===== config.mk =====
export PLATFORM = sky130hd
export DESIGN_NAME = cpu_bus_sequencer_flat
export DESIGN_NICKNAME = d
export VERILOG_FILES = /design/src/rtl/cpu_bus_sequencer_pkg.sv /design/src/rtl/cpu_bus_sequencer_if.sv /design/src/rtl/cpu_bus_sequencer_byte_lane_sel.sv /design/src/rtl/cpu_bus_sequencer.sv /design/src/flat_wrapper.sv
export SDC_FILE = /design/constraint.sdc
export NUM_CORES = 1
export LEC_CHECK = 0
export BUFFER_PORTS_ARGS = -buffer_cell sky130_fd_sc_hd__buf_4
export CORE_ASPECT_RATIO = 1.2
export CORE_UTILIZATION = 43
export CTS_CLUSTER_SIZE = 30
export DETAILED_ROUTE_END_ITERATION = 12
export PLACE_DENSITY = 0.76
export SLEW_MARGIN = 30
export SYNTH_ARGS = -nofsm -noshare
export SYNTH_HDL_FRONTEND = slang
export SYNTH_SLANG_ARGS = --single-unit

===== constraint.sdc =====
create_clock -name clk -period 2.5 [get_ports clk]
set_clock_uncertainty 0.1 [all_clocks]
set_input_delay 0 -clock clk [delete_from_list [all_inputs] [get_ports clk]]
set_output_delay 0 -clock clk [all_outputs]
set_load 0.1 [all_outputs]

===== src/rtl/cpu_bus_sequencer_pkg.sv =====
// Shared constants for the CPU bus sequencer: decoded target types, AXI response codes and
// FSM state encodings.
package cpu_bus_sequencer_pkg;

  localparam logic [2:0] ADDR_TYPE_NOT_OP  = 3'd0;
  localparam logic [2:0] ADDR_TYPE_ROM     = 3'd1;
  localparam logic [2:0] ADDR_TYPE_RAM     = 3'd2;
  localparam logic [2:0] ADDR_TYPE_BUTTON  = 3'd3;
  localparam logic [2:0] ADDR_TYPE_LED     = 3'd4;
  localparam logic [2:0] ADDR_TYPE_GPIO    = 3'd5;
  localparam logic [2:0] ADDR_TYPE_AXI     = 3'd6;
  localparam logic [2:0] ADDR_TYPE_UNKNOWN = 3'd7;

  localparam logic [1:0] RESP_OKAY = 2'b00;

  typedef logic [2:0] bus_state_t;

  localparam bus_state_t StIdle   = 3'd0;
  localparam bus_state_t StAxiAwW = 3'd1;
  localparam bus_state_t StAxiB   = 3'd2;
  localparam bus_state_t StAxiAr  = 3'd3;
  localparam bus_state_t StAxiR   = 3'd4;
  localparam bus_state_t StInt    = 3'd5;
  localparam bus_state_t StDone   = 3'd6;

  function automatic logic is_axi_type(input logic [2:0] t);
    return t == ADDR_TYPE_AXI;
  endfunction

  function automatic logic is_int_type(input logic [2:0] t);
    return (t >= ADDR_TYPE_ROM) && (t <= ADDR_TYPE_GPIO);
  endfunction

endpackage


===== src/rtl/cpu_bus_sequencer_if.sv =====
// AXI4-Lite link between the CPU bus sequencer (master) and the interconnect (slave).
interface cpu_bus_sequencer_if;

  logic [31:0] awaddr;
  logic        awvalid;
  logic        awready;
  logic [31:0] wdata;
  logic [3:0]  wstrb;
  logic        wvalid;
  logic        wready;
  logic [1:0]  bresp;
  logic        bvalid;
  logic        bready;
  logic [31:0] araddr;
  logic        arvalid;
  logic        arready;
  logic [31:0] rdata;
  logic [1:0]  rresp;
  logic        rvalid;
  logic        rready;

  modport master (
    output awaddr, awvalid, wdata, wstrb, wvalid, bready, araddr, arvalid, rready,
    input  awready, wready, bresp, bvalid, arready, rdata, rresp, rvalid
  );

  modport slave (
    input  awaddr, awvalid, wdata, wstrb, wvalid, bready, araddr, arvalid, rready,
    output awready, wready, bresp, bvalid, arready, rdata, rresp, rvalid
  );

endinterface


===== src/rtl/cpu_bus_sequencer_byte_lane_sel.sv =====
// Selects one byte lane of a 32-bit word by the low address bits.
module byte_lane_sel (
  input  logic [31:0] word_i,
  input  logic [1:0]  sel_i,
  output logic [7:0]  lane_o
);

  always_comb begin
    lane_o = word_i[7:0];
    unique case (sel_i)
      2'd0: lane_o = word_i[7:0];
      2'd1: lane_o = word_i[15:8];
      2'd2: lane_o = word_i[23:16];
      2'd3: lane_o = word_i[31:24];
      default: lane_o = word_i[7:0];
    endcase
  end

endmodule


===== src/rtl/cpu_bus_sequencer.sv =====
// Runs one 8-bit CPU bus cycle against an AXI4-Lite target or the internal strobe port, holding
// the CPU in wait states until the target completes.
module cpu_bus_sequencer
  import cpu_bus_sequencer_pkg::*;
#(
  parameter int unsigned INT_RD_LATENCY = 1
) (
  input  logic        clk,
  input  logic        rst,
  input  logic        cyc_valid,
  input  logic        is_read,
  input  logic [2:0]  addr_type,
  input  logic [31:0] a32,
  input  logic [31:0] d32,
  input  logic [3:0]  wstrb_in,
  output logic        cpu_wait,
  output logic [7:0]  cpu_rdata,
  output logic        err_sticky,
  output logic        int_en,
  output logic        int_we,
  output logic [2:0]  int_type,
  output logic [11:0] int_addr,
  output logic [7:0]  int_wdata,
  input  logic [7:0]  int_rdata,
  cpu_bus_sequencer_if.master m
);

  localparam logic [1:0] IntLast = 2'(INT_RD_LATENCY - 1);

  bus_state_t  state_q, state_d;
  logic        cyc_q;
  logic [31:0] addr_q, data_q;
  logic [3:0]  wstrb_q;
  logic        read_q;
  logic [2:0]  type_q;
  logic        aw_done_q, aw_done_d, w_done_q, w_done_d;
  logic [1:0]  int_cnt_q, int_cnt_d;
  logic [7:0]  rdata_q, rdata_d;
  logic        err_q, err_d;

  logic        idle, start;
  logic [31:0] cur_addr, cur_data;
  logic [3:0]  cur_wstrb;
  logic [2:0]  cur_type;
  logic        in_aw_w, in_ar;
  logic        awvalid, wvalid, arvalid;
  logic        aw_hs, w_hs, ar_hs, aw_fin, w_fin;
  logic [7:0]  rd_lane, wr_lane;

  // Targets see the live inputs in the start cycle so no cycle is lost to latching.
  assign idle      = (state_q == StIdle);
  assign start     = cyc_valid & ~cyc_q & idle & (addr_type != ADDR_TYPE_NOT_OP);
  assign cur_addr  = idle ? a32 : addr_q;
  assign cur_data  = idle ? d32 : data_q;
  assign cur_wstrb = idle ? wstrb_in : wstrb_q;
  assign cur_type  = idle ? addr_type : type_q;

  assign in_aw_w = (state_q == StAxiAwW) | (start & is_axi_type(addr_type) & ~is_read);
  assign in_ar   = (state_q == StAxiAr) | (start & is_axi_type(addr_type) & is_read);
  assign awvalid = in_aw_w & ~aw_done_q;
  assign wvalid  = in_aw_w & ~w_done_q;
  assign arvalid = in_ar;
  assign aw_hs   = awvalid & m.awready;
  assign w_hs    = wvalid & m.wready;
  assign ar_hs   = arvalid & m.arready;
  assign aw_fin  = aw_done_q | aw_hs;
  assign w_fin   = w_done_q | w_hs;

  assign m.awaddr  = cur_addr;
  assign m.awvalid = awvalid;
  assign m.wdata   = cur_data;
  assign m.wstrb   = cur_wstrb;
  assign m.wvalid  = wvalid;
  assign m.bready  = (state_q == StAxiB);
  assign m.araddr  = cur_addr;
  assign m.arvalid = arvalid;
  assign m.rready  = (state_q == StAxiR);

  assign int_en    = start & is_int_type(addr_type);
  assign int_we    = int_en & ~is_read;
  assign int_type  = cur_type;
  assign int_addr  = cur_addr[11:0];
  assign int_wdata = wr_lane;

  assign cpu_wait   = start | ~(idle | (state_q == StDone));
  assign cpu_rdata  = rdata_q;
  assign err_sticky = err_q;

  byte_lane_sel u_rd_lane (
    .word_i (m.rdata),
    .sel_i  (addr_q[1:0]),
    .lane_o (rd_lane)
  );

  byte_lane_sel u_wr_lane (
    .word_i (cur_data),
    .sel_i  (cur_addr[1:0]),
    .lane_o (wr_lane)
  );

  always_comb begin
    state_d   = state_q;
    aw_done_d = aw_done_q;
    w_done_d  = w_done_q;
    int_cnt_d = int_cnt_q;
    rdata_d   = rdata_q;
    err_d     = err_q;
    case (state_q)
      StIdle: begin
        if (start) begin
          aw_done_d = aw_hs;
          w_done_d  = w_hs;
          int_cnt_d = '0;
          if (is_axi_type(addr_type)) begin
            if (is_read) state_d = ar_hs ? StAxiR : StAxiAr;
            else         state_d = (aw_fin && w_fin) ? StAxiB : StAxiAwW;
          end else if (is_int_type(addr_type)) begin
            state_d = StInt;
          end else begin
            state_d = StDone;
            rdata_d = 8'hFF;
          end
        end
      end
      StAxiAwW: begin
        aw_done_d = aw_fin;
        w_done_d  = w_fin;
        if (aw_fin && w_fin) state_d = StAxiB;
      end
      StAxiB: begin
        aw_done_d = 1'b0;
        w_done_d  = 1'b0;
        if (m.bvalid) begin
          err_d   = err_q | (m.bresp != RESP_OKAY);
          state_d = StDone;
        end
      end
      StAxiAr: if (ar_hs) state_d = StAxiR;
      StAxiR: begin
        if (m.rvalid) begin
          rdata_d = (m.rresp != RESP_OKAY) ? 8'hFF : rd_lane;
          err_d   = err_q | (m.rresp != RESP_OKAY);
          state_d = StDone;
        end
      end
      StInt: begin
        if (!read_q) begin
          state_d = StDone;
        end else if (int_cnt_q == IntLast) begin
          rdata_d = int_rdata;
          state_d = StDone;
        end else begin
          int_cnt_d = int_cnt_q + 2'd1;
        end
      end
      StDone: if (!cyc_valid) state_d = StIdle;
      default: state_d = StIdle;
    endcase
  end

  // cyc_q resets high so a cycle already live when reset releases is never started.
  always_ff @(posedge clk or posedge rst) begin
    if (rst) begin
      state_q   <= StIdle;
      cyc_q     <= 1'b1;
      aw_done_q <= 1'b0;
      w_done_q  <= 1'b0;
      int_cnt_q <= '0;
      rdata_q   <= 8'hFF;
      err_q     <= 1'b0;
    end else begin
      state_q   <= state_d;
      cyc_q     <= cyc_valid;
      aw_done_q <= aw_done_d;
      w_done_q  <= w_done_d;
      int_cnt_q <= int_cnt_d;
      rdata_q   <= rdata_d;
      err_q     <= err_d;
    end
  end

  always_ff @(posedge clk or posedge rst) begin
    if (rst) begin
      addr_q  <= '0;
      data_q  <= '0;
      wstrb_q <= '0;
      read_q  <= 1'b0;
      type_q  <= ADDR_TYPE_NOT_OP;
    end else if (start) begin
      addr_q  <= a32;
      data_q  <= d32;
      wstrb_q <= wstrb_in;
      read_q  <= is_read;
      type_q  <= addr_type;
    end
  end

endmodule


===== src/flat_wrapper.sv =====
// flat-port wrapper written by rule: the top's interface ports become plain ports
module cpu_bus_sequencer_flat import cpu_bus_sequencer_pkg::*;
#(
  parameter int unsigned INT_RD_LATENCY = 1
)
  (clk, rst, cyc_valid, is_read, addr_type, a32, d32, wstrb_in, cpu_wait, cpu_rdata, err_sticky, int_en, int_we, int_type, int_addr, int_wdata, int_rdata, m_awaddr, m_awvalid, m_wdata, m_wstrb, m_wvalid, m_bready, m_araddr, m_arvalid, m_rready, m_awready, m_wready, m_bresp, m_bvalid, m_arready, m_rdata, m_rresp, m_rvalid);
  cpu_bus_sequencer_if m_i ();
  input  logic clk;
  input  logic rst;
  input  logic cyc_valid;
  input  logic is_read;
  input  logic [2:0] addr_type;
  input  logic [31:0] a32;
  input  logic [31:0] d32;
  input  logic [3:0] wstrb_in;
  output logic cpu_wait;
  output logic [7:0] cpu_rdata;
  output logic err_sticky;
  output logic int_en;
  output logic int_we;
  output logic [2:0] int_type;
  output logic [11:0] int_addr;
  output logic [7:0] int_wdata;
  input  logic [7:0] int_rdata;
  output wire logic [$bits(m_i.awaddr)-1:0] m_awaddr;
  output wire logic [$bits(m_i.awvalid)-1:0] m_awvalid;
  output wire logic [$bits(m_i.wdata)-1:0] m_wdata;
  output wire logic [$bits(m_i.wstrb)-1:0] m_wstrb;
  output wire logic [$bits(m_i.wvalid)-1:0] m_wvalid;
  output wire logic [$bits(m_i.bready)-1:0] m_bready;
  output wire logic [$bits(m_i.araddr)-1:0] m_araddr;
  output wire logic [$bits(m_i.arvalid)-1:0] m_arvalid;
  output wire logic [$bits(m_i.rready)-1:0] m_rready;
  input wire logic [$bits(m_i.awready)-1:0] m_awready;
  input wire logic [$bits(m_i.wready)-1:0] m_wready;
  input wire logic [$bits(m_i.bresp)-1:0] m_bresp;
  input wire logic [$bits(m_i.bvalid)-1:0] m_bvalid;
  input wire logic [$bits(m_i.arready)-1:0] m_arready;
  input wire logic [$bits(m_i.rdata)-1:0] m_rdata;
  input wire logic [$bits(m_i.rresp)-1:0] m_rresp;
  input wire logic [$bits(m_i.rvalid)-1:0] m_rvalid;
  assign m_awaddr = m_i.awaddr;
  assign m_awvalid = m_i.awvalid;
  assign m_wdata = m_i.wdata;
  assign m_wstrb = m_i.wstrb;
  assign m_wvalid = m_i.wvalid;
  assign m_bready = m_i.bready;
  assign m_araddr = m_i.araddr;
  assign m_arvalid = m_i.arvalid;
  assign m_rready = m_i.rready;
  assign m_i.awready = m_awready;
  assign m_i.wready = m_wready;
  assign m_i.bresp = m_bresp;
  assign m_i.bvalid = m_bvalid;
  assign m_i.arready = m_arready;
  assign m_i.rdata = m_rdata;
  assign m_i.rresp = m_rresp;
  assign m_i.rvalid = m_rvalid;
  cpu_bus_sequencer #(.INT_RD_LATENCY(INT_RD_LATENCY)) u_core (.clk(clk), .rst(rst), .cyc_valid(cyc_valid), .is_read(is_read), .addr_type(addr_type), .a32(a32), .d32(d32), .wstrb_in(wstrb_in), .cpu_wait(cpu_wait), .cpu_rdata(cpu_rdata), .err_sticky(err_sticky), .int_en(int_en), .int_we(int_we), .int_type(int_type), .int_addr(int_addr), .int_wdata(int_wdata), .int_rdata(int_rdata), .m(m_i));
endmodule

Word-level counts from Yosys, hierarchy flattened. Cells that the tools add are included.

Register bits: 89. Output and inout bits: 140.

Add/subtract/negate cells: 1. Magnitude comparators: 2. Equality and inequality tests: 25. Muxes and demuxes: 39. Bitwise logic cells: 26. Reductions and logical operators: 18.

Operators with widths (number): 2-to-1 mux 32 bit (2); case mux 8 bit (4 select lines) (2); 2-to-1 mux 8 bit (7); 2-to-1 mux 3 bit (12); case mux 8 bit (3 select lines) (1); case mux 3 bit (7 select lines) (1); AND reduction 7 bit (2); AND 1 bit (13); == test 3 bit, second input constant (4); != test 2 bit, second input constant (6); 2-to-1 mux 2 bit (5); != test 2 x 1 -> 1 bit, second input constant (5); nonzero test 3 bit (3); == test 2 bit, second input constant (4); bitwise OR 1 bit (8); nonzero test 2 bit (4); == test 3 x 2 -> 1 bit, second input constant (2); zero test 2 bit (3); case mux 1 bit (3 select lines) (2); inverter 1 bit (5); == test 2 x 1 -> 1 bit, second input constant (2); 2-to-1 mux 1 bit (4); 2-to-1 mux 4 bit (1); case mux 2 bit (2 select lines) (1); other kinds (11) (12).

Depth between registers and ports, before layout. Gate-level depths: netlist (run 1).

Depth in word-level cells: 16. Depth in mapped cells: 8. Depth with buffers taken out: 6.

Hierarchy. A second synthesis (run 1) with hierarchy kept.

Cells, all modules: 588. Area total of the unflattened synthesis: 5527.8 um^2.

By module, submodules not included: cpu_bus_sequencer (instances 1, cells an instance 568, area each 5134.9 um^2); byte_lane_sel (instances 2, cells an instance 10, area each 196.4 um^2).

Worst setup path after synthesis (run 1). Ideal clock, no wire load.

Kind: register to output. From: register u_core.state_q[0]. To: output int_we. Arrival time: 3.813 ns. Data required time: 2.400 ns. Path slack: -1.413 ns. Stages on the path, launching flop included: 7. Path through: dfrtp_1 -> buf_6 -> nor3_4 -> buf_6 -> nand3_2 -> a211oi_2 -> nor2b_1.

Longest elaborated chain between the ends: 5.

Ends and longest elaborated chain: start: declaration (line cpu_bus_sequencer.sv:30) `bus_state_t state_q, state_d;`; start signal: assignment (line cpu_bus_sequencer.sv:164) `state_q <= StIdle;`; start signal: assignment (line cpu_bus_sequencer.sv:172) `state_q <= state_d;`; zero test 3 bit (line cpu_bus_sequencer.sv:51) `assign idle = (state_q == StIdle);`; AND 1 bit (2 in series) (line cpu_bus_sequencer.sv:52) `assign start = cyc_valid & ~cyc_q & idle & (addr_type != ADDR_TYPE_NOT_OP);`; AND 1 bit (line cpu_bus_sequencer.sv:79) `assign int_en = start & is_int_type(addr_type);`; named net int_en (line flat_wrapper.sv:19) `output logic int_en;`; AND 1 bit (line cpu_bus_sequencer.sv:80) `assign int_we = int_en & ~is_read;`; end: declaration (line flat_wrapper.sv:20) `output logic int_we;`.

The timed path passes the listed nets, and every way through them passes these cells.

Final worst setup path (run 1).
From: register u_core.state_q[2]. To: output int_wdata[2].

Longest elaborated chain between the ends: 4.

Ends and longest elaborated chain: zero test 3 bit * (line cpu_bus_sequencer.sv:51); 2-to-1 mux 32 bit (line cpu_bus_sequencer.sv:53) `assign cur_addr = idle ? a32 : addr_q;`; == test 2 bit, or another cell as far along (line cpu_bus_sequencer_byte_lane_sel.sv:10) `unique case (sel_i)`; case mux 8 bit (4 select lines) * (line cpu_bus_sequencer_byte_lane_sel.sv:10); end: declaration (line flat_wrapper.sv:23) `output logic [7:0] int_wdata;`.

Every way passes the cells marked *; elsewhere a longest branch is shown, timed or not.

==> summary.md, run 1 <==
| Metric | Value |
|---|---|
| Mux contribution to synthesized area | 23.3% |
| Status | finished, final reports clean |
| RePlAce Congestion | 0.833 |
| Diodes inserted | 0 |
| Clock Sinks | 89 |
| Post-layout min period | 2.41 ns |
| Fin nets | 1024 |
| Slowest cell on crit path | dfrtp_1 |
| I/O Buffers | 263 |
| Max Cap Viol | 0 |
| CP Launch Type | flop |
| GR Overflow Total | 0 |
| Clk slew on worst S/H paths | 0.06 ns |
| Worst-path cell chain | nor3_4 -> buf_4 -> buf_12 -> mux2_4 -> mux2i_1 -> mux2i_4 -> buf_4 |
| Area of the core | 12700 sq um |
| Core Util, Final | 69.4% |
| First-pass GRT wire length | 26.5 mm |
| Die Ht | 128 um |
| Worst Setup End Kind | output port |
| Cell count after synthesis | 602 |
| Worst r2r path cells | 6 |
| Largest net degree at the start of global routing | 52 |
| Setup crit start | u_core.state_q[2] |
| Longest Clk Path Bufs | 2 |
| Cell area after synthesis | 5650 sq um |
| Highest clock rate | 414 MHz |
| XOR/XNOR Fraction of Synth Area | 0% |
| Hold slack final | 0.0258 ns |
| Synth Area in Adders | 0.222% |
| Net Count, Synth | 727 |
| RSZ-0062 raised after global routing | yes |
| Hold Crit Class | input pin to flop |
| Worst Hold Path EP | u_core.err_sticky |
| Antenna Nets Post-Route | 0 |
| Post-synth EDFFs | 0 |
| Final cell count without fillers | 1067 |
| Clock root cell | clkbuf_16 |
| DR vias | 5443 |
| Inst Count DP | 964 |
| Initial antenna violation count | 0 |
| Syn Area/Cell | 9.38 sq um |
| Critical Path Fanout Max | 29 |
| Yosys top cell area share | 35.4% |
| Worst Hold Launch | m_bresp[0] |
| Measured slew at the worst slew-check pin | 0.713 ns |
| R2R setup slack | 0.42 ns |
| Critical path required time | 2.40 ns |
| Synthesized flop and latch total | 89 |
| Area Growth Syn to Fin | 56.5% |
| Cell variety after synth | 53 |
| WHS Path Cells | 5 |
| Worst r2r src | u_core.state_q[2] |
| Fillers | 952 |
| Synth Warn # | 0 |
| Vias in the first global route | 5513 |
| WS Path Type | flop to output port |
| Chip width | 107 um |
| Register area share after synthesis | 39.6% |
| Period utilization | 96.6% |
| Final Hold Vio Count | 0 |
| Final setup vio count | 0 |
| Ys flop type | dfrtp_1 |
| Worst path most repeated cell | buf_4 |
| CTS tree | built |
| Drc violations | 0 |
| Slew Limit Fails | 0 |
| CTS Buf Count | 9 |
| Reg2reg end | u_core.state_q[0] |
| Row Count | 45 |
| Crit path DAT | 2.31 ns |
| H-Tree Depth | 3 |
| Die area | 13600 sq um |
| Top cells by area, synth | dfrtp_1, nand2_1, mux2_2 |
| Max incr delay on CP | 0.41 ns |
| Latest clock arrival within the worst-skew pair | 0.33 ns |
| Vias/cell | 5.10 |
| I/O pin count | 264 |
| Compound-Gate Fraction of Synth Area | 4.87% |
| Total track usage | 24.4% |
| Pre-antenna DRT Iters | 6 |
| Relative slew slack | 52.4% |
| Final WL | 17.0 mm |
| Wire length per cell | 15.9 um |
| Async SR Flop Fraction | 100% |
| Combinational family with the most area after synthesis | multiplexers |
| Initial core utilization | 44.4% |
| Yosys top cell by area | dfrtp_1 |
| Layout cells sized above 1 | 45.3% |
| Synth Area in Simple Gates | 20.0% |
| Initial DRC Count | 202 |
| Hpwl dp | 11.1 mm |
## final cells by class
type | count | area, sq um | area share, %
clock buffers | 12 | 246 | 2.79
repair buffers | 365 | 3020 | 34.2
flip-flops and latches | 89 | 2240 | 25.3
clock inverters | 3 | 65.1 | 0.736
multi-input cells | 419 | 3000 | 34.0
inverters | 15 | 57.6 | 0.651
well taps | 164 | 205 | 2.32
## what timing repair did
item                       in CTS  in global routing
gates resized for setup         1                 12
pin swaps                       1                  0
hold buffers                   86                  0
setup endpoints to repair      10                  8
buffers inserted                2                  0
hold endpoints to repair      115                  0
## state kept, by name, indices dropped and copies added, names as in the netlist
signal and count:
u_core.w_done_q 1, u_core.int_cnt_q 2, u_core.cyc_q 1, u_core.err_sticky 1, u_core.aw_done_q 1, u_core.read_q 1, u_core.type_q 3, u_core.wstrb_q 4
u_core.state_q 3, u_core.addr_q 32, u_core.data_q 32, u_core.cpu_rdata 8
## worst max-delay path by stage
| stage | endpoint | cells after the start | slack [ns] |
|---|---|---|---|
| floorplan | m_araddr[1] | 6 | -0.29 |
| global placement | u_core.state_q[0] | 5 | 0.26 |
| detailed placement | u_core.state_q[0] | 5 | 0.22 |
| CTS | int_wdata[2] | 7 | 0.07 |
| global route | int_we | 7 | -0.02 |
| finish | int_wdata[2] | 7 | 0.09 |
## routing by layer
metal	up-vias	routed length, um	global-route usage [%]
li1	2554	-	-
met2	232	9330	47.1
met4	0	602	11.7
met5	-	0	0
met3	48	813	2.55
met1	2609	6270	26.2
## critical path: cells and delay by family (launching register included)
kind / cells / cell delay (ns)
multiplexers: 3 / 0.70
buffers and inverters: 3 / 0.65
AND/OR/NAND/NOR: 1 / 0.21
flip-flops: 1 / 0.41
## per-stage QoR
stage | setup TNS [ns] | instance area (sq um) | worst slack [ns]
2_1_floorplan | -1.52 | 5880 | -0.294
3_3_place_gp | 0 | 7600 | 0.257
3_5_place_dp | 0 | 7600 | 0.216
4_1_cts | 0 | 8790 | 0.0673
5_1_grt | -0.0168 | 8840 | -0.0168
6_report | 0 | 8840 | 0.0860
## cell usage in the layout (no fill, tap or decap), types with 4 or more instances in the layout
cell type        n
buf_4          271
dlygate4sd3_1   86
mux2i_1         16
o22ai_1          9
mux2_2          42
mux2i_2          7
buf_6            4
dfrtp_1         80
mux2_4          27
o21ai_0          7
nand3_1          4
buf_12           4
mux2i_4         11
dfstp_2          9
mux4_2           8
nand2_1        224
clkbuf_16        9
inv_1           14
nor2_1          12
## synthesized netlist by cell type (all sizes together), types with 3 or more instances
| cell | instances |
|---|---|
| nor2 | 12 |
| clkbuf | 4 |
| mux2 | 69 |
| o21ai | 7 |
| nor3 | 6 |
| a21oi | 4 |
| nor2b | 3 |
| dfrtp | 80 |
| buf | 75 |
| a211oi | 3 |
| inv | 15 |
| dfstp | 9 |
| nand3 | 5 |
| mux4 | 8 |
| o22ai | 9 |
| nand2 | 224 |
| nand2b | 3 |
| nand4 | 3 |
| mux2i | 34 |
## logic make-up (layout without fill, tap and decap cells)
logic type / after synthesis / in the layout
fa+ha+maj: 1 / 1
compound gates: 38 / 38
mux: 111 / 111
buf+inv: 94 / 395
flops: 89 / 89
simple gates: 269 / 269
Power of run 1 is left out: the tool's default activity adds up to more than one toggle a clock period on the data nets, which glitch-free logic cannot reach.
==> run 2: changes to the inputs <==
- BUFFER_PORTS_ARGS: -buffer_cell sky130_fd_sc_hd__buf_4 -> -buffer_cell sky130_fd_sc_hd__buf_2
==> summary.md, run 2 (synthesized netlist as in run 1, its figures left out) <==
| Metric | Value |
|---|---|
| Status | finished, final reports clean |
| Critical path required time | 2.40 ns (about the same) |
| Wire length per cell | 15.8 um (-0.73%) |
| Layout cells sized above 1 | 46.1% (+0.78 points) |
| RSZ-0062 raised after global routing | yes |
| Worst r2r src | u_core.state_q[0] |
| Latest clock arrival within the worst-skew pair | 0.34 ns (about the same) |
| Area of the core | 12700 sq um (unchanged) |
| Levels on crit path | 7 (unchanged) |
| WS Path Type | flop to output port |
| Chip width | 107 um (unchanged) |
| Area of the multi-input gates | 3010 sq um (+0.33%) |
| Initial antenna violation count | 0 (unchanged) |
| Measured slew at the worst slew-check pin | 0.743 ns (+0.0307 ns) |
| Largest net degree at the start of global routing | 50 (-3.8%) |
| Longest Clk Path Bufs | 2 (unchanged) |
| H-Tree Depth | 3 (unchanged) |
| Max incr delay on CP | 0.40 ns (about the same) |
| Postcts setup bufs | 0 (-2) |
| Highest clock rate | 405 MHz (-2.2%) |
| Initial DRC Count | 257 (+27%) |
| Buf+Inv Stages, Crit Path | 3 (unchanged) |
| R2R setup slack | 0.37 ns (-0.05 ns) |
| Antenna Nets Post-Route | 0 (unchanged) |
| Vias/cell | 5.12 (+0.39%) |
| Worst Hold Launch | m_bresp[0] |
| Final WL | 16.9 mm (-0.73%) |
| Initial core utilization | 44.4% (unchanged) |
| Clk slew on worst S/H paths | 0.06 ns (about the same) |
| Die Ht | 128 um (unchanged) |
| CTS Buf Count | 9 (unchanged) |
| Reg2reg end | u_core.state_q[1] |
| FF+latch area | 2240 sq um (unchanged) |
| Hold Crit Class | input pin to flop |
| Clock Sinks | 89 (unchanged) |
| RePlAce Congestion | 0.845 (+1.4%) |
| Relative slew slack | 50.4% (-2.0 points) |
| Cell family with most CP delay | multiplexers |
| Worst Hold Path EP | u_core.err_sticky |
| Hpwl dp | 10.8 mm (-3.5%) |
| Row Count | 45 (unchanged) |
| Fin nets | 1023 (-0.098%) |
| Sum of negative setup slack | 0 ns (unchanged) |
| Slew Limit Fails | 0 (unchanged) |
| Crit path DAT | 2.37 ns (+0.06 ns) |
| Clock root cell | clkbuf_16 |
| Area Growth Syn to Fin | 47.9% |
| Worst-path cell chain | nor3_4 -> buf_12 -> mux2i_4 -> buf_12 -> mux2i_1 -> mux2i_4 -> buf_12 |
| WHS Path Cells | 5 (unchanged) |
| Drc violations | 0 (unchanged) |
| Most frequent cells in the layout | buf_2, nand2_1, dlygate4sd3_1 |
| Slowest cell on crit path | dfrtp_1 |
| CP Launch Type | flop |
| Diodes inserted | 0 (unchanged) |
| Worst r2r path cells | 6 (unchanged) |
| CTS tree | built |
| Final setup vio count | 0 (unchanged) |
| Total track usage | 24.0% (-0.39 points) |
| I/O Buffers | 263 (unchanged) |
| I/O pin count | 264 (unchanged) |
| Final Hold Vio Count | 0 (unchanged) |
| Critical Path Fanout Max | 21 (-28%) |
| Fillers | 945 (-0.74%) |
| Worst Setup End Kind | output port |
| DR vias | 5464 (+0.39%) |
| Period utilization | 98.7% (+2.2 points) |
| Worst path most repeated cell | buf_12 |
| First-pass GRT wire length | 25.8 mm (-2.7%) |
| Max Cap Viol | 0 (unchanged) |
| GR Overflow Total | 0 (unchanged) |
| Die area | 13600 sq um (unchanged) |
| Vias in the first global route | 5389 (-2.2%) |
| Most common cell after layout, fill and taps aside | buf_2 |
| Pre-antenna DRT Iters | 4 (-2) |
| Post-layout min period | 2.47 ns (+0.0540 ns) |
## run 2: area by class of cell
cell class              count  share of cell area [%]
clock buffers               9                    2.70
clock inverters             7                    1.23
inverters                  15                   0.689
multi-input cells         419                    36.1
flip-flops and latches     89                    26.8
well taps                 164                    2.46
repair buffers            364                    30.0
## run 2: layer usage
metal	vias to the layer above	share of wire [%]	global-route usage, %
met5	-	0	0
met4	0	3.6	11.4
met3	54	6.0	3.42
met2	259	54	45.6
met1	2596	36	25.9
li1	2555	-	-
## run 2: how the worst max path moves through the flow
stage | startpoint | end | slack, ns
detailed placement | u_core.state_q[0] | int_wdata[7] | 0.35
finish | u_core.state_q[0] | int_wdata[3] | 0.03
CTS | u_core.state_q[0] | int_wdata[5] | 0.03
global placement | u_core.state_q[0] | int_wdata[5] | 0.38
global route | u_core.state_q[0] | int_wdata[7] | -0.08
floorplan | u_core.state_q[0] | m_araddr[1] | -0.29
## run 2: tightest hold or removal path: cells and delay by family
kind	cells	cell delay, ns
buffers and inverters	1	0.07
AOI/OAI and AO/OA	2	0.24
and+or+nand+nor	2	0.12
## run 2: stage by stage
step	instances	utilization, %	hold WS, ns	worst slack, ns	instance area, sq um
6_report	1067	65.6	0.0213	0.0321	8350
5_1_grt	1067	65.6	0.0391	-0.0841	8350
4_1_cts	1067	65.3	0.00243	0.0262	8300
3_5_place_dp	965	55.9	0.0555	0.347	7110
3_3_place_gp	965	55.9	0.0470	0.384	7110
2_1_floorplan	602	-	-0.0955	-0.294	5880
## run 2: what timing repair did
action	in CTS	in global routing
hold endpoints to repair	116	0
resized for setup	2	13
hold buffers	86	0
endpoints found under the setup margin	3	9
Power of run 2 is left out for the same reason.
==> run 3: changes to the inputs <==
- ABC_AREA: not set -> 1
- CORE_UTILIZATION: 43 -> 42
- PLACE_DENSITY: 0.76 -> 0.75
==> summary.md, run 3 <==
| Metric | Value |
|---|---|
| Total track usage | 29.1% (+5.1 points) |
| Row Count | 44 (-2.2%) |
| Most frequent cells in the layout | nand2_1, buf_2, inv_1 |
| Inst Count DP | 1100 (+14%) |
| Hold Crit Class | input pin to flop |
| Sum of negative setup slack | 0 ns (unchanged) |
| Cell area after synthesis | 5340 sq um (-5.5%) |
| DR vias | 6054 (+11%) |
| Yosys top cell by area | dfrtp_1 |
| Wire length per cell | 15.8 um (-0.14%) |
| Latest clock arrival within the worst-skew pair | 0.33 ns (about the same) |
| Register area share after synthesis | 41.9% (+2.3 points) |
| GR Overflow Total | 0 (unchanged) |
| Measured slew at the worst slew-check pin | 0.758 ns (+0.0146 ns) |
| Final WL | 19.1 mm (+13%) |
| Most frequent cell after synthesis | nand2_1 |
| Die Ht | 126 um (-1.6%) |
| Worst Setup End Kind | output port |
| Hold slack final | 0.0412 ns (+0.0199 ns) |
| Final setup vio count | 0 (unchanged) |
| Relative slew slack | 49.3% (-1.1 points) |
| CTS tree | built |
| Vias in the first global route | 6302 (+17%) |
| Clock Sinks | 89 (unchanged) |
| Syn Area/Cell | 7.20 sq um (-23%) |
| Async SR Flop Fraction | 100% (unchanged) |
| Chip width | 105 um (-1.6%) |
| CP Launch Type | flop |
| Critical Path Fanout Max | 12 (-43%) |
| Final Hold Vio Count | 0 (unchanged) |
| Area Growth Syn to Fin | 74.8% |
| Synthesized flop and latch total | 89 (unchanged) |
| Crit path DAT | 2.24 ns (-0.13 ns) |
| Layout cells sized above 1 | 37.7% (-8.4 points) |
| Yosys top cell area share | 37.5% (+2.1 points) |
| Final cell count without fillers | 1207 (+13%) |
| Highest clock rate | 427 MHz (+5.4%) |
| Max Cap Viol | 0 (unchanged) |
| Critical path required time | 2.40 ns (about the same) |
| Die area | 13200 sq um (-3.2%) |
| RePlAce Congestion | 0.857 (+1.4%) |
| Initial core utilization | 43.7% (-0.70 points) |
| Vias/cell | 5.02 (-2.1%) |
| H-Tree Depth | 3 (unchanged) |
| WS Path Type | flop to output port |
| Clk slew on worst S/H paths | 0.06 ns (about the same) |
| Area of the core | 12200 sq um (-4.0%) |
| Longest Clk Path Bufs | 2 (unchanged) |
| Fin nets | 1166 (+14%) |
| Commonest cells in the netlist | nand2_1, o21ai_0, inv_1 |
| Cell variety after synth | 34 (-36%) |
| I/O pin count | 264 (unchanged) |
| Antenna Nets Post-Route | 0 (unchanged) |
| Core Util, Final | 76.4% (+11 points) |
| Diodes inserted | 0 (unchanged) |
| Slew Limit Fails | 0 (unchanged) |
| Most common cell after layout, fill and taps aside | nand2_1 |
| Drc violations | 0 (unchanged) |
| Cell count after synthesis | 742 (+23%) |
| R2R setup slack | 0.23 ns (-0.14 ns) |
| Clock root cell | clkbuf_16 |
| Status | finished, final reports clean |
| Largest net degree at the start of global routing | 78 (+56%) |
| First-pass GRT wire length | 30.4 mm (+18%) |
| Top cells by area, synth | dfrtp_1, nand2_1, o21ai_0 |
| Initial DRC Count | 369 (+44%) |
| Net Count, Synth | 867 (+19%) |
| Synth Warn # | 0 (unchanged) |
| CTS Buf Count | 9 (unchanged) |
| Post-layout min period | 2.34 ns (-0.126 ns) |
| Pre-antenna DRT Iters | 5 (+1) |
| Period utilization | 93.7% (-5.0 points) |
| Ys flop type | dfrtp_1 |
| Post-synth EDFFs | 0 (unchanged) |
| Hpwl dp | 12.5 mm (+16%) |
| I/O Buffers | 263 (unchanged) |
| Initial antenna violation count | 0 (unchanged) |
-- run 3: per-layer routing --
layer  vias up  GRT usage, %  wire length (um)
li1       2924             -                 -
met1      2797          30.8              6910
met2       286          55.2             10500
met3        47          6.26              1210
met4         0          12.1               499
met5         -             0                 0
-- run 3: kinds of logic (layout without fill, tap and decap cells) --
group / after synthesis / in the layout / share of synthesized area, %
AO/OA/AOI/OAI: 183 / 183 / 19.0
adder cells (fa/ha/maj): 1 / 1 / 0.234
buffers and inverters: 180 / 484 / 16.4
flip-flops: 89 / 89 / 41.9
AND/OR/NAND/NOR: 289 / 289 / 22.5
-- run 3: what timing repair did --
action                                 in CTS  in global routing
hold buffers                               90                  0
buffers inserted                            0                  0
setup endpoints to repair                   3                 32
endpoints found under the hold margin     108                  0
gates cloned                                0                  1
resized for setup                           1                  4
-- run 3: worst paths after layout --
kind                              startpoint                   to  cells after the start
setup / recovery           u_core.state_q[0]         int_wdata[7]                      9
hold / removal                    m_rdata[7]  u_core.cpu_rdata[7]                      5
setup reg to reg            u_core.addr_q[1]  u_core.cpu_rdata[4]                      7
hold reg to reg            u_core.err_sticky    u_core.err_sticky                      1
max in group asynchronous                rst     u_core.type_q[2]                      4
min in group asynchronous                rst    u_core.addr_q[21]                      3
-- run 3: through the flow --
stage / instance area [sq um] / setup slack, ns
6_report: 9330 / 0.158
5_1_grt: 9330 / -0.000360
2_1_floorplan: 5850 / -0.429
3_5_place_dp: 8030 / 0.289
4_1_cts: 9290 / 0.0296
3_3_place_gp: 8030 / 0.353
-- run 3: final cells by class --
class                      instances  area [sq um]
multi-input combinational        473          2680
fill                             834          2890
clock inverter                     6           115
clock buffer                      10           239
sequential                        89          2240
inverter                         103           388
tap                              161           201
timing repair buffer             365          3470
-- run 3: critical path, stage by stage, from the launching register on --
cell and delay (ns):
dfrtp_2 0.48, nor2_4 0.19, nand2_8 0.14, o21ai_2 0.21, inv_1 0.12, nor2_1 0.10
buf_4 0.18, nand2_1 0.08, nand4_1 0.20, buf_12 0.21
Power of run 3 is left out for the same reason.
